$ cat src/rtl/wifi_rx_pkg.sv
`default_nettype none
// ============================================================================
//  Module      : wifi_rx_pkg
//  Description : Shared constants and types for the 802.11 receive datapath.
//                SERVICE field length, PSDU length width, descrambler FSM
//                state encoding, LFSR tap positions and seed length.
//  Revision    : 1.0  initial release
// ============================================================================
package wifi_rx_pkg;

    // SERVICE field length in bits (first bits after the SIGNAL field).
    localparam int C_SERVICE_BITS = 16;
    // Width of the PSDU byte-length input.
    localparam int C_LEN_W        = 12;

    // x^7 + x^4 + 1 scrambler: feedback taps at state bits 6 and 3.
    localparam int C_LFSR_W       = 7;
    localparam int C_TAP_HI       = 6;
    localparam int C_TAP_LO       = 3;
    // The first SEED_LEN received bits seed the descrambler state.
    localparam int C_SEED_LEN     = 7;

    typedef enum logic [2:0] {
        ST_IDLE    = 3'd0,
        ST_SEED    = 3'd1,
        ST_SERVICE = 3'd2,
        ST_DATA    = 3'd3,
        ST_DRAIN   = 3'd4
    } fsm_state_t;

endpackage : wifi_rx_pkg
`default_nettype wire

$ cat src/rtl/scrambler_lfsr7.sv
`default_nettype none
// ============================================================================
//  Module      : scrambler_lfsr7
//  Description : 7-bit 802.11 scrambler state register.
//                i_clear    : synchronous clear to zero
//                i_shift_in : state <= {state[5:0], i_bit}  (seeding)
//                i_advance  : state <= {state[5:0], o_fb}   (free-running)
//                o_fb       : state[6] ^ state[3]
//                rst_n      : synchronous active-low reset
//  Revision    : 1.0  initial release
// ============================================================================
module scrambler_lfsr7
    import wifi_rx_pkg::*;
(
    input  logic clk,
    input  logic rst_n,
    input  logic i_clear,
    input  logic i_shift_in,
    input  logic i_advance,
    input  logic i_bit,
    output logic o_fb
);

    logic [C_LFSR_W-1:0] r_state;
    logic                w_fb;

    assign w_fb = r_state[C_TAP_HI] ^ r_state[C_TAP_LO];
    assign o_fb = w_fb;

    always_ff @(posedge clk) begin
        if (!rst_n || i_clear) begin
            r_state <= '0;
        end else if (i_shift_in) begin
            r_state <= {r_state[C_LFSR_W-2:0], i_bit};
        end else if (i_advance) begin
            r_state <= {r_state[C_LFSR_W-2:0], w_fb};
        end
    end

endmodule : scrambler_lfsr7
`default_nettype wire

$ cat src/rtl/descrambler_wifi.sv
`default_nettype none
// ============================================================================
//  Module      : descrambler_wifi
//  Description : 802.11 self-synchronising-seed descrambler. Seeds the LFSR
//                from the first 7 received bits, descrambles and checks the
//                rest of the SERVICE field, then packs PSDU bits LSB-first
//                into bytes.
//  Ports       : clk, rst_n (sync, active-low)
//                i_start      - one-cycle frame start, samples i_psdu_len
//                i_psdu_len   - PSDU length in bytes
//                i_bit_in     - decoded bit, qualified by i_bit_valid
//                o_data_out   - descrambled byte (held between pulses)
//                o_data_valid - one-cycle byte strobe
//                o_frame_done - one-cycle end-of-frame strobe
//                o_service_err- sticky nonzero-SERVICE-bit flag
//                o_busy       - frame in progress (SEED/SERVICE/DATA)
//  Revision    : 1.0  initial release
// ============================================================================
module descrambler_wifi
    import wifi_rx_pkg::*;
#(
    parameter int SERVICE_BITS = C_SERVICE_BITS,
    parameter int LEN_W        = C_LEN_W
) (
    input  logic             clk,
    input  logic             rst_n,
    input  logic             i_start,
    input  logic [LEN_W-1:0] i_psdu_len,
    input  logic             i_bit_in,
    input  logic             i_bit_valid,
    output logic [7:0]       o_data_out,
    output logic             o_data_valid,
    output logic             o_frame_done,
    output logic             o_service_err,
    output logic             o_busy
);

    localparam int            SC_W      = $clog2(SERVICE_BITS + 1);
    localparam logic [SC_W-1:0] SEED_LAST = SC_W'(C_SEED_LEN - 1);
    localparam logic [SC_W-1:0] SVC_LAST  = SC_W'(SERVICE_BITS - 1);

    fsm_state_t       r_state;
    logic [LEN_W-1:0] r_len;
    logic [SC_W-1:0]  r_svc_cnt;   // counts seed + SERVICE bits
    logic [2:0]       r_bit_cnt;   // bit position within current byte
    logic [LEN_W-1:0] r_byte_cnt;
    logic [6:0]       r_shreg;     // first 7 bits of the byte being packed
    logic [7:0]       r_data_out;
    logic             r_data_valid;
    logic             r_frame_done;
    logic             r_service_err;

    logic w_take;
    logic w_shift_in;
    logic w_advance;
    logic w_fb;
    logic w_out;

    // start wins over a coincident bit: that bit is never consumed.
    assign w_take     = i_bit_valid && !i_start;
    assign w_shift_in = w_take && (r_state == ST_SEED);
    assign w_advance  = w_take && ((r_state == ST_SERVICE) || (r_state == ST_DATA));
    assign w_out      = i_bit_in ^ w_fb;

    scrambler_lfsr7 u_lfsr (
        .clk        (clk),
        .rst_n      (rst_n),
        .i_clear    (i_start),
        .i_shift_in (w_shift_in),
        .i_advance  (w_advance),
        .i_bit      (i_bit_in),
        .o_fb       (w_fb)
    );

    always_ff @(posedge clk) begin
        if (!rst_n) begin
            r_state       <= ST_IDLE;
            r_len         <= '0;
            r_svc_cnt     <= '0;
            r_bit_cnt     <= '0;
            r_byte_cnt    <= '0;
            r_shreg       <= '0;
            r_data_out    <= '0;
            r_data_valid  <= 1'b0;
            r_frame_done  <= 1'b0;
            r_service_err <= 1'b0;
        end else begin
            r_data_valid <= 1'b0;
            r_frame_done <= 1'b0;
            if (i_start) begin
                // Abort whatever was in progress; partial bytes are dropped.
                r_state       <= ST_SEED;
                r_len         <= i_psdu_len;
                r_svc_cnt     <= '0;
                r_bit_cnt     <= '0;
                r_byte_cnt    <= '0;
                r_service_err <= 1'b0;
            end else if (i_bit_valid) begin
                case (r_state)
                    ST_SEED: begin
                        r_svc_cnt <= r_svc_cnt + 1'b1;
                        if (r_svc_cnt == SEED_LAST) begin
                            r_state <= ST_SERVICE;
                        end
                    end
                    ST_SERVICE: begin
                        r_svc_cnt <= r_svc_cnt + 1'b1;
                        if (w_out) begin
                            r_service_err <= 1'b1;
                        end
                        if (r_svc_cnt == SVC_LAST) begin
                            if (r_len == '0) begin
                                r_state      <= ST_DRAIN;
                                r_frame_done <= 1'b1;
                            end else begin
                                r_state <= ST_DATA;
                            end
                        end
                    end
                    ST_DATA: begin
                        r_shreg   <= {w_out, r_shreg[6:1]};
                        r_bit_cnt <= r_bit_cnt + 1'b1;
                        if (r_bit_cnt == 3'd7) begin
                            r_data_out   <= {w_out, r_shreg};
                            r_data_valid <= 1'b1;
                            r_byte_cnt   <= r_byte_cnt + 1'b1;
                            if (r_byte_cnt == r_len - 1'b1) begin
                                r_state      <= ST_DRAIN;
                                r_frame_done <= 1'b1;
                            end
                        end
                    end
                    default: begin
                        // IDLE and DRAIN ignore incoming bits.
                    end
                endcase
            end
        end
    end

    assign o_data_out    = r_data_out;
    assign o_data_valid  = r_data_valid;
    assign o_frame_done  = r_frame_done;
    assign o_service_err = r_service_err;
    assign o_busy        = (r_state == ST_SEED) || (r_state == ST_SERVICE) ||
                           (r_state == ST_DATA);

endmodule : descrambler_wifi
`default_nettype wire

$ cat config.mk
export PLATFORM = sky130hd
export DESIGN_NAME = descrambler_wifi
export DESIGN_NICKNAME = d
export VERILOG_FILES = /design/src/rtl/wifi_rx_pkg.sv /design/src/rtl/scrambler_lfsr7.sv /design/src/rtl/descrambler_wifi.sv
export SDC_FILE = /design/constraint.sdc
export NUM_CORES = 1
export LEC_CHECK = 0
export BUFFER_PORTS_ARGS = -buffer_cell sky130_fd_sc_hd__buf_4
export CAP_MARGIN = 20
export CORE_MARGIN = 1.5
export CORE_UTILIZATION = 59
export DETAILED_ROUTE_END_ITERATION = 6
export GPL_ROUTABILITY_DRIVEN = 0
export GPL_TIMING_DRIVEN = 0
export PLACE_DENSITY = 0.77
export SYNTH_ARGS = -nofsm -noshare
export SYNTH_HDL_FRONTEND = slang
export SYNTH_SLANG_ARGS = --single-unit
$ cat constraint.sdc
create_clock -name clk -period 2.4 [get_ports clk]
set_input_delay 0.12 -clock clk [delete_from_list [all_inputs] [get_ports clk]]
set_output_delay 0.12 -clock clk [all_outputs]
set_load 0.05 [all_outputs]
==> results of run 1 <==
worst max-delay path by stage:
stage	start	to	slack, ns	cells after the start
finish	r_len[0]	r_state[2]	0.14	8
global route	r_len[0]	r_state[2]	0.01	8
CTS	r_len[0]	r_state[2]	0.09	8
detailed placement	r_state[0]	o_data_out[1]	0.10	6
global placement	r_len[0]	r_state[2]	0.10	8
floorplan	r_state[0]	u_lfsr.r_state[0]	0.28	7
cell usage after synthesis (2+ instances only):
cell type	count
xnor2_1	17
buf_6	2
nand2_1	38
o21ai_0	5
nand3_1	14
and3_1	2
a21boi_0	8
or3_1	5
nor2_1	29
and2_1	2
a21oi_1	17
and4_1	2
xor2_1	13
nor4_1	2
clkbuf_1	11
a211oi_1	4
inv_1	7
dfxtp_1	60
nor2b_1	24
buf_2	3
mux2i_1	20
a31oi_1	3
ha_1	8
nand4_1	4
nand2b_1	4
nor3_1	8
or4_1	2
nor4b_1	4
sequential cells by signal, summed over array words and instances (netlist names):
signal / count
o_data_out: 8
o_data_valid: 1
o_frame_done: 1
o_service_err: 1
r_bit_cnt: 3
r_byte_cnt: 12
r_len: 12
r_shreg: 7
r_state: 3
r_svc_cnt: 5
u_lfsr.r_state: 7
per-stage QoR:
stage	cells	util (%)	total power, mW
finish	444	72.5	2.19
global route	444	72.5	2.27
CTS	444	72.1	2.20
detailed placement	431	68.1	1.27
global placement	431	68.1	1.27
floorplan	337	-	1.21
final cells by class:
type | instances | area share (%)
Timing Repair Buffer | 27 | 5.84
Multi-Input combinational cell | 254 | 48.6
Tap cell | 67 | 2.42
Buffer | 16 | 2.27
Clock inverter | 3 | 1.87
Inverter | 7 | 0.757
Sequential cell | 60 | 34.6
Clock buffer | 10 | 3.68
per-layer routing:
metal	routed length (um)	vias to the layer above	GRT usage, %
met1	2870	1091	30.1
met3	241	12	8.40
li1	-	1243	-
met4	138	0	9.47
met5	0	-	0
met2	2730	43	38.7
worst register-to-register path: stages, from the launching register on:
cell,delay (ns)
dfxtp_1,0.36
inv_1,0.14
ha_4,0.18
or3b_2,0.48
o211a_1,0.23
a221oi_2,0.22
o2bb2ai_2,0.13
and2_1,0.18
a41o_1,0.23
kinds of logic (layout without fill, tap and decap cells):
group                    Yosys count  in the layout  share of synthesized area [%]
AND/OR/NAND/NOR                  148            148                           26.2
buffers and inverters             23             63                           3.54
XOR/XNOR                          30             30                           8.85
AO/OA/AOI/OAI                     48             48                           10.9
adder cells (fa/ha/maj)            8              8                           3.37
multiplexers                      20             20                           6.74
flip-flops                        60             60                           40.4
cells in the final DEF, fill, tap and decap left out, types with 3 or more instances in the layout:
| cell type | instances |
|---|---|
| nor3_1 | 8 |
| a21boi_0 | 8 |
| o21ai_0 | 5 |
| clkbuf_1 | 12 |
| inv_1 | 7 |
| buf_4 | 27 |
| a21oi_1 | 17 |
| or3_1 | 5 |
| a31oi_1 | 3 |
| nor4b_1 | 3 |
| nor2_1 | 28 |
| dfxtp_1 | 60 |
| clkbuf_8 | 9 |
| a211oi_1 | 4 |
| nand4_1 | 4 |
| nor2b_1 | 24 |
| mux2i_1 | 20 |
| nand3_1 | 14 |
| nand2b_1 | 4 |
| buf_2 | 3 |
| nand2_1 | 38 |
| ha_1 | 7 |
| xor2_1 | 13 |
| xnor2_1 | 17 |
report_power, final:
group / switching (mW) / internal (mW)
Combinational: 0.122 / 0.110
Sequential: 0.0167 / 1.01
Clock: 0.368 / 0.565
Total: 0.507 / 1.69
timing repair:
item	4_1_cts	5_1_grt
gates resized for setup	0	4
buffers inserted	0	0
setup endpoints to repair	0	12
==> reports/results.txt, run 1 <==
Status = finished, final reports clean
Vias per cell = 5.38
Cts hold-fix bufs = 0
ANT cells = 0
Worst-margin pin slew = 0.828 ns
DRT Pass-1 Iters = 4
Cells after Synth = 337
Worst path arrival time = 2.51 ns
Critical path endpoint category = flip-flop
CP max stage cell = or3b_2
H-tree depth = 3
Synthesized area per cell = 8.81 um2
Initial antenna violation count = 0
Overall Global Routing Usage = 24.2%
First-pass GRT wire length = 10100 um
Flop-to-flop setup slack = 0.14 ns
Slew HR = 44.4%
Initial core utilization = 62.1%
Final worst path period share = 94.2%
Reg2reg path depth = 8
GRT overflow = 0
Min-delay src = i_psdu_len[2]
WHS Endpoint = r_len[2]
Row count = 25
Fin. max-slew vios = 0
Antenna viol nets, final = 0
Routed Wire Length = 5970 um
Core Region = 4790 um2
Total Neg Setup Slack = 0 ns
Critical Path Source Type = flip-flop
Hold Vio Cnt, Final = 0
Die width = 74.0 um
Syn nets = 362
Asr flop ratio synth = 0%
Skew final = 0.0112 ns
Vias in the first global route = 2279
Largest stage delay, worst path = 0.48 ns
Sequential share of the synthesized area = 40.4%
Placed Area = 3260 um2
Tmin final = 2.26 ns
Clock buffer depth = 2
Bufs and invs on worst path = 1
CTS root buffer = clkbuf_8
Worst r2r src = r_len[0]
Cells along the critical path = inv_1 -> ha_4 -> or3b_2 -> o211a_1 -> a221oi_2 -> o2bb2ai_2 -> and2_1 -> a41o_1
Storage element area = 1200 um2
Sink Count = 60
Final worst slack = 0.138 ns
Peak supply drop = 0.000439 V
TritonCTS clock tree = yes
Top cells by area, synth = dfxtp_1 (40%), mux2i_1 (6.7%), nor2b_1 (5.1%)
Fillers = 384
Yosys reg bits = 60
Critical path's top delay family = compound AO/OA/AOI/OAI gates
I/O pins = 29
RSZ-0062 raised after global routing = no
Largest net degree at the start of global routing = 11
Worst Hold Class = input port to flip-flop
WP data required = 2.65 ns
Hold Slack = 0.0318 ns
Die area = 5470 um2
Synth top area share = 40.4%
Final nets = 400
CP Class = flip-flop to flip-flop
Worst-path maximum fanout = 7
Fin area = 3470 um2
DP HPWL = 4130 um
Warnings from Yosys = 0
Synth Cell Area = 2970 um2
Yosys top cell by area = dfxtp_1
Iteration-0 DRC Markers = 93
Clk_lat worst skew = 0.35 ns
Final setup vio count = 0
Hold-critical path depth = 3
EDFF count, synth = 0
Routed via count = 2389
Port bufs = 27
Syn-to-layout area delta = 16.8%
Yosys cell types = 47
Maxcap violations = 0
Critical R2R Capture = r_state[2]
Die Span Y = 74.0 um
Reg clk slew, reported paths = 0.07 ns
Top FF cell, synth = dfxtp_1
Multi-input gate area = 1690 um2
Leak Pwr = 1.28 nW
Avg WL per Cell = 13.5 um
Minimum setup slack after placement = 0.102 ns
Layout cells sized above 1 = 14.6%
Max Freq = 0.442 GHz
Post-route DRC violation count = 0
TritonCTS Buffers = 9
Pwr dens = 632 nW/um2
Power figures use the tool's default switching activity.
==> run 2: changes to the inputs <==
Settings changed: CELL_PAD_IN_SITES_DETAIL_PLACEMENT from default to 2, CELL_PAD_IN_SITES_GLOBAL_PLACEMENT from default to 2, CORE_UTILIZATION 59 to 36, PLACE_DENSITY 0.77 to 0.76.
==> run 2 against run 1 <==
Against the previous run: combinational power increased by 3%; flip-flop and latch count stayed put; design area grew 2.3%; critical path depth is the same; clock skew is 0.0036 ns lower; sequential power is essentially flat; via count is 7.2% higher; total power rose by 2.5%; critical path type unchanged.
==> reports/results.txt, run 2 (synthesized netlist as in run 1, its figures left out) <==
Largest stage delay, worst path = 0.48 ns (about the same)
Row count = 32 (was 25)
Slew HR = 39.3% (was 44.4%)
Most common cell after layout, fill and taps aside = dfxtp_1 (unchanged)
Clock buffer depth = 2 (unchanged)
Worst-path maximum fanout = 7 (unchanged)
Hold Slack = 0.0331 ns (was 0.0318 ns)
CP Depth = 8 (unchanged)
Avg WL per Cell = 16.3 um (was 13.5 um)
Syn-to-layout area delta = 19.6% (was 16.8%)
Antenna viol nets, final = 0 (unchanged)
Storage element area = 1200 um2 (about the same)
Initial antenna violation count = 0 (unchanged)
Placed Area = 3300 um2 (was 3260 um2)
Pwr dens = 633 nW/um2 (was 632 nW/um2)
Fillers = 902 (was 384)
TritonCTS Buffers = 9 (unchanged)
Worst path arrival time = 2.52 ns (was 2.51 ns)
Max Freq = 0.441 GHz (was 0.442 GHz)
Leak Pwr = 1.29 nW (was 1.28 nW)
Routed via count = 2562 (was 2389)
Vias per cell = 5.29 (was 5.38)
Port bufs = 27 (unchanged)
Sequential share of power = 45.8% (was 46.9%)
Fin area = 3550 um2 (was 3470 um2)
Status = finished, final reports clean (unchanged)
Peak supply drop = 0.000299 V (was 0.000439 V)
Fin. max-slew vios = 0 (unchanged)
Final nets = 402 (was 400)
Clk_lat worst skew = 0.35 ns (about the same)
Sink Count = 60 (unchanged)
Clock Power Share = 43.6% (was 42.6%)
Overall Global Routing Usage = 19.9% (was 24.2%)
GRT overflow = 0 (unchanged)
Cells along the critical path = inv_1 -> ha_4 -> or3b_2 -> o211a_1 -> a221oi_2 -> o2bb2ai_2 -> and2_1 -> a41o_1 (unchanged)
Critical Path Source Type = flip-flop (unchanged)
ANT cells = 0 (unchanged)
Critical path's top delay family = compound AO/OA/AOI/OAI gates (unchanged)
CTS root buffer = clkbuf_8 (unchanged)
Largest net degree at the start of global routing = 11 (unchanged)
Final Total Pwr = 2.25 mW (was 2.19 mW)
Routed Wire Length = 7880 um (was 5970 um)
Maxcap violations = 0 (unchanged)
Hold Vio Cnt, Final = 0 (unchanged)
H-tree depth = 3 (unchanged)
Critical path endpoint category = flip-flop (unchanged)
I/O pins = 29 (unchanged)
Initial core utilization = 37.9% (was 62.1%)
Post-route DRC violation count = 0 (unchanged)
DP HPWL = 5750 um (was 4130 um)
CP max stage cell = or3b_2 (unchanged)
Bufs and invs on worst path = 1 (unchanged)
Cts hold-fix bufs = 0 (unchanged)
Vias in the first global route = 2742 (was 2279)
RSZ-0062 raised after global routing = no (unchanged)
Most frequent cells in the layout = dfxtp_1 (59), nand2_1 (38), buf_4 (29), nor2_1 (27), nor2b_1 (24) (was dfxtp_1 (60), nand2_1 (38), nor2_1 (28), buf_4 (27), nor2b_1 (24))
Core Region = 7850 um2 (was 4790 um2)
Dpl cells = 466 (was 431)
Comb power frac = 10.6% (about the same)
Die width = 93.8 um (was 74.0 um)
Final Non-Filler Cells = 484 (was 444)
Reg clk slew, reported paths = 0.07 ns (about the same)
Layout cells sized above 1 = 16.5% (was 14.6%)
Reg2reg path depth = 8 (unchanged)
Die area = 8810 um2 (was 5470 um2)
First-pass GRT wire length = 13400 um (was 10100 um)
Int Power = 1.69 mW (about the same)
Hold-critical path depth = 3 (unchanged)
Multi-input gate area = 1690 um2 (about the same)
Worst Hold Class = input port to flip-flop (unchanged)
Iteration-0 DRC Markers = 41 (was 93)
CP Class = flip-flop to flip-flop (unchanged)
P_sw = 562 uW (was 507 uW)
Final setup vio count = 0 (unchanged)
DRT Pass-1 Iters = 4 (unchanged)
Die Span Y = 93.8 um (was 74.0 um)
Skew final = 0.00763 ns (was 0.0112 ns)
WP data required = 2.65 ns (about the same)
Total Neg Setup Slack = 0 ns (unchanged)
Final worst path period share = 94.6% (was 94.2%)
Net Sw Frac = 25.0% (was 23.1%)
Tmin final = 2.27 ns (was 2.26 ns)
Worst-margin pin slew = 0.903 ns (was 0.828 ns)
TritonCTS clock tree = yes (unchanged)
run 2: cell type report:
cell class | count | area share (%)
well taps | 102 | 3.59
plain buffers | 16 | 2.22
repair buffers | 29 | 6.13
multi-input cells | 254 | 47.5
clock buffers | 13 | 4.76
clock inverters | 3 | 1.23
inverters | 7 | 0.740
flip-flops and latches | 60 | 33.8
run 2: routing by layer:
metal  vias to the layer above  GRT usage (%)  wire length [um]
met5                         -              0                 0
met3                        12           2.99               154
met4                         0           9.33               159
met2                        20           35.0              4040
li1                       1248              -                 -
met1                      1282           23.8              3520
run 2: worst paths after layout:
path | slack (ns) | end | startpoint
min | 0.03 | r_len[0] | i_psdu_len[0]
min reg2reg | 0.46 | u_lfsr.r_state[2] | u_lfsr.r_state[2]
max reg2reg | 0.13 | r_state[2] | r_len[1]
max | 0.13 | r_state[2] | r_len[1]
run 2: what timing repair did:
| item | in CTS | in global routing |
|---|---|---|
| pin swaps | 0 | 1 |
| hold endpoints to repair | 0 | 0 |
| setup endpoints to repair | 9 | 17 |
| buffers inserted | 0 | 2 |
| resized for setup | 2 | 5 |
run 2: power groups by stage:
stage | Sequential (mW) | Combinational, mW | Clock [mW]
2_1_floorplan | 1.04 | 0.168 | 0
4_1_cts | 1.03 | 0.241 | 1.00
6_report | 1.03 | 0.239 | 0.980
3_3_place_gp | 1.05 | 0.229 | 0
5_1_grt | 1.03 | 0.264 | 1.05
3_5_place_dp | 1.05 | 0.238 | 0
run 2: per-stage QoR:
stage | setup WS, ns | util (%)
after global routing | 0.00642 | 45.3
final | 0.131 | 45.3
after floorplan | 0.283 | -
after global placement | 0.0315 | 42.1
after CTS | 0.0282 | 44.8
after detailed placement | -0.0168 | 42.1
run 2: worst min-delay path: cells and delay by family:
family | cells | cell delay, ns
and+or+nand+nor | 1 | 0.10
buffers and inverters | 1 | 0.08
muxes | 1 | 0.05
==> run 3: changes to the inputs <==
Settings changed: SETUP_SLACK_MARGIN from default to 0.4.
==> run 3 against run 2 <==
Against the previous run: clock power shrank 0.6%; clock-buffer cell count increased by 1; worst setup slack better by 0.14 ns; sequential share of layout area is 1.8 points lower; first-iteration DRC count grew 51%; design area rose by 6.6%; register-to-register slack gained 0.14 ns; combinational power grew 31%.
==> reports/results.txt, run 3 (synthesized netlist as in run 1, its figures left out) <==
Reg clk slew, reported paths = 0.08 ns (was 0.07 ns)
Clock Power Share = 42.0% (was 43.6%)
Vias per cell = 5.32 (was 5.29)
Routed Wire Length = 9200 um (was 7880 um)
Largest net degree at the start of global routing = 11 (unchanged)
Max Freq = 0.469 GHz (was 0.441 GHz)
Fillers = 851 (was 902)
Final nets = 412 (was 402)
Vias in the first global route = 2857 (was 2742)
Critical path endpoint category = flip-flop (unchanged)
Clk_lat worst skew = 0.35 ns (about the same)
I/O pins = 29 (unchanged)
Die width = 93.8 um (unchanged)
Avg WL per Cell = 18.7 um (was 16.3 um)
Fin util = 48.2% (was 45.3%)
WP data required = 2.64 ns (was 2.65 ns)
Slew HR = 49.0% (was 39.3%)
Largest stage delay, worst path = 0.54 ns (was 0.48 ns)
Port bufs = 27 (unchanged)
Storage element area = 1210 um2 (was 1200 um2)
Maxcap violations = 0 (unchanged)
Syn-to-layout area delta = 27.5% (was 19.6%)
Core Region = 7850 um2 (unchanged)
Most common cell after layout, fill and taps aside = dfxtp_1 (unchanged)
Fin area = 3790 um2 (was 3550 um2)
Net Sw Frac = 25.8% (was 25.0%)
Antenna viol nets, final = 0 (unchanged)
Overall Global Routing Usage = 21.1% (was 19.9%)
Most frequent cells in the layout = dfxtp_1 (54), nand2_1 (38), buf_4 (38), nor2_1 (26), nor2b_1 (24) (was dfxtp_1 (59), nand2_1 (38), buf_4 (29), nor2_1 (27), nor2b_1 (24))
Comb power frac = 13.5% (was 10.6%)
Final worst slack = 0.269 ns (was 0.131 ns)
Final Non-Filler Cells = 493 (was 484)
GRT overflow = 0 (unchanged)
Fin. max-slew vios = 0 (unchanged)
Hold Vio Cnt, Final = 0 (unchanged)
CP max stage cell = or4_4 (was or3b_2)
Worst-path maximum fanout = 6 (was 7)
Initial core utilization = 37.9% (unchanged)
DRT Pass-1 Iters = 3 (was 4)
Int Power = 1.72 mW (was 1.69 mW)
CTS root buffer = clkbuf_8 (unchanged)
Worst-margin pin slew = 0.764 ns (was 0.903 ns)
Die Span Y = 93.8 um (unchanged)
Cts hold-fix bufs = 0 (unchanged)
H-tree depth = 3 (unchanged)
DP HPWL = 5690 um (was 5750 um)
CP Class = flip-flop to flip-flop (unchanged)
TritonCTS Buffers = 9 (unchanged)
Iteration-0 DRC Markers = 62 (was 41)
Minimum setup slack after placement = -0.0460 ns (was -0.0168 ns)
Die area = 8810 um2 (unchanged)
Multi-input gate area = 1820 um2 (was 1690 um2)
Row count = 32 (unchanged)
Total Neg Setup Slack = 0 ns (unchanged)
Layout cells sized above 1 = 24.0% (was 16.5%)
Critical Path Source Type = flip-flop (unchanged)
Clock buffer depth = 2 (unchanged)
Sink Count = 60 (unchanged)
Skew final = 0.0111 ns (was 0.00763 ns)
Leak Pwr = 1.39 nW (was 1.29 nW)
P_sw = 599 uW (was 562 uW)
Worst Hold Class = input port to flip-flop (unchanged)
First-pass GRT wire length = 14200 um (was 13400 um)
TritonCTS clock tree = yes (unchanged)
Cells along the critical path = or4_4 -> or2_4 -> a221oi_4 -> o2bb2ai_4 -> and2_4 -> a41o_1 (was inv_1 -> ha_4 -> or3b_2 -> o211a_1 -> a221oi_2 -> o2bb2ai_2 -> and2_1 -> a41o_1)
Post-route DRC violation count = 0 (unchanged)
Routed via count = 2624 (was 2562)
Sequential share of power = 44.5% (was 45.8%)
RSZ-0062 raised after global routing = yes (was no)
Status = finished, final reports clean (unchanged)
Initial antenna violation count = 0 (unchanged)
Hold Slack = 0.0367 ns (was 0.0331 ns)
Placed Area = 3320 um2 (was 3300 um2)
Pwr dens = 612 nW/um2 (was 633 nW/um2)
Tmin final = 2.13 ns (was 2.27 ns)
Final setup vio count = 0 (unchanged)
Worst path arrival time = 2.37 ns (was 2.52 ns)
ANT cells = 0 (unchanged)
Final worst path period share = 88.8% (was 94.6%)
Final Total Pwr = 2.32 mW (was 2.25 mW)
Dpl cells = 466 (unchanged)
Peak supply drop = 0.000309 V (was 0.000299 V)
## run 3: worst max-delay path, delay by kind of cell, from the launching register on
kind            cells  cell delay, ns
compound gates      3            0.64
simple gates        3            1.01
flops               1            0.37
## run 3: what timing repair did
item	4_1_cts	5_1_grt
pin swaps	15	11
resized for setup	26	16
gates cloned	0	0
hold endpoints to repair	0	0
setup buffers	9	3
setup endpoints to repair	26	8
## run 3: per-layer routing
layer / routed length (um) / track usage, %
met1: 3910 / 24.1
met2: 4860 / 38.5
met3: 212 / 3.96
met4: 219 / 8.21
met5: 0 / 0
## run 3: layout make-up
class                      count  share of cell area [%]
buffer                        16                    2.51
clock inverter                 1                   0.793
multi-input combinational    254                    48.2
tap                          102                    3.37
sequential                    60                    32.1
timing repair buffer          39                    7.83
clock buffer                  14                    4.56
inverter                       7                   0.694
## run 3: final timing paths
path                            end         startpoint  slack (ns)  cells past startpoint
setup / recovery         r_state[2]           r_len[5]        0.27                      6
hold / removal             r_len[4]      i_psdu_len[4]        0.04                      3
setup reg to reg         r_state[2]           r_len[5]        0.27                      6
hold reg to reg   u_lfsr.r_state[5]  u_lfsr.r_state[5]        0.47                      2
## run 3: power by group through the flow
stage | sequential, mW | clock [mW] | combinational, mW
floorplan | 1.04 | 0 | 0.171
global placement | 1.05 | 0 | 0.233
detailed placement | 1.05 | 0 | 0.241
CTS | 1.03 | 0.998 | 0.274
global route | 1.03 | 1.04 | 0.337
finish | 1.03 | 0.974 | 0.313
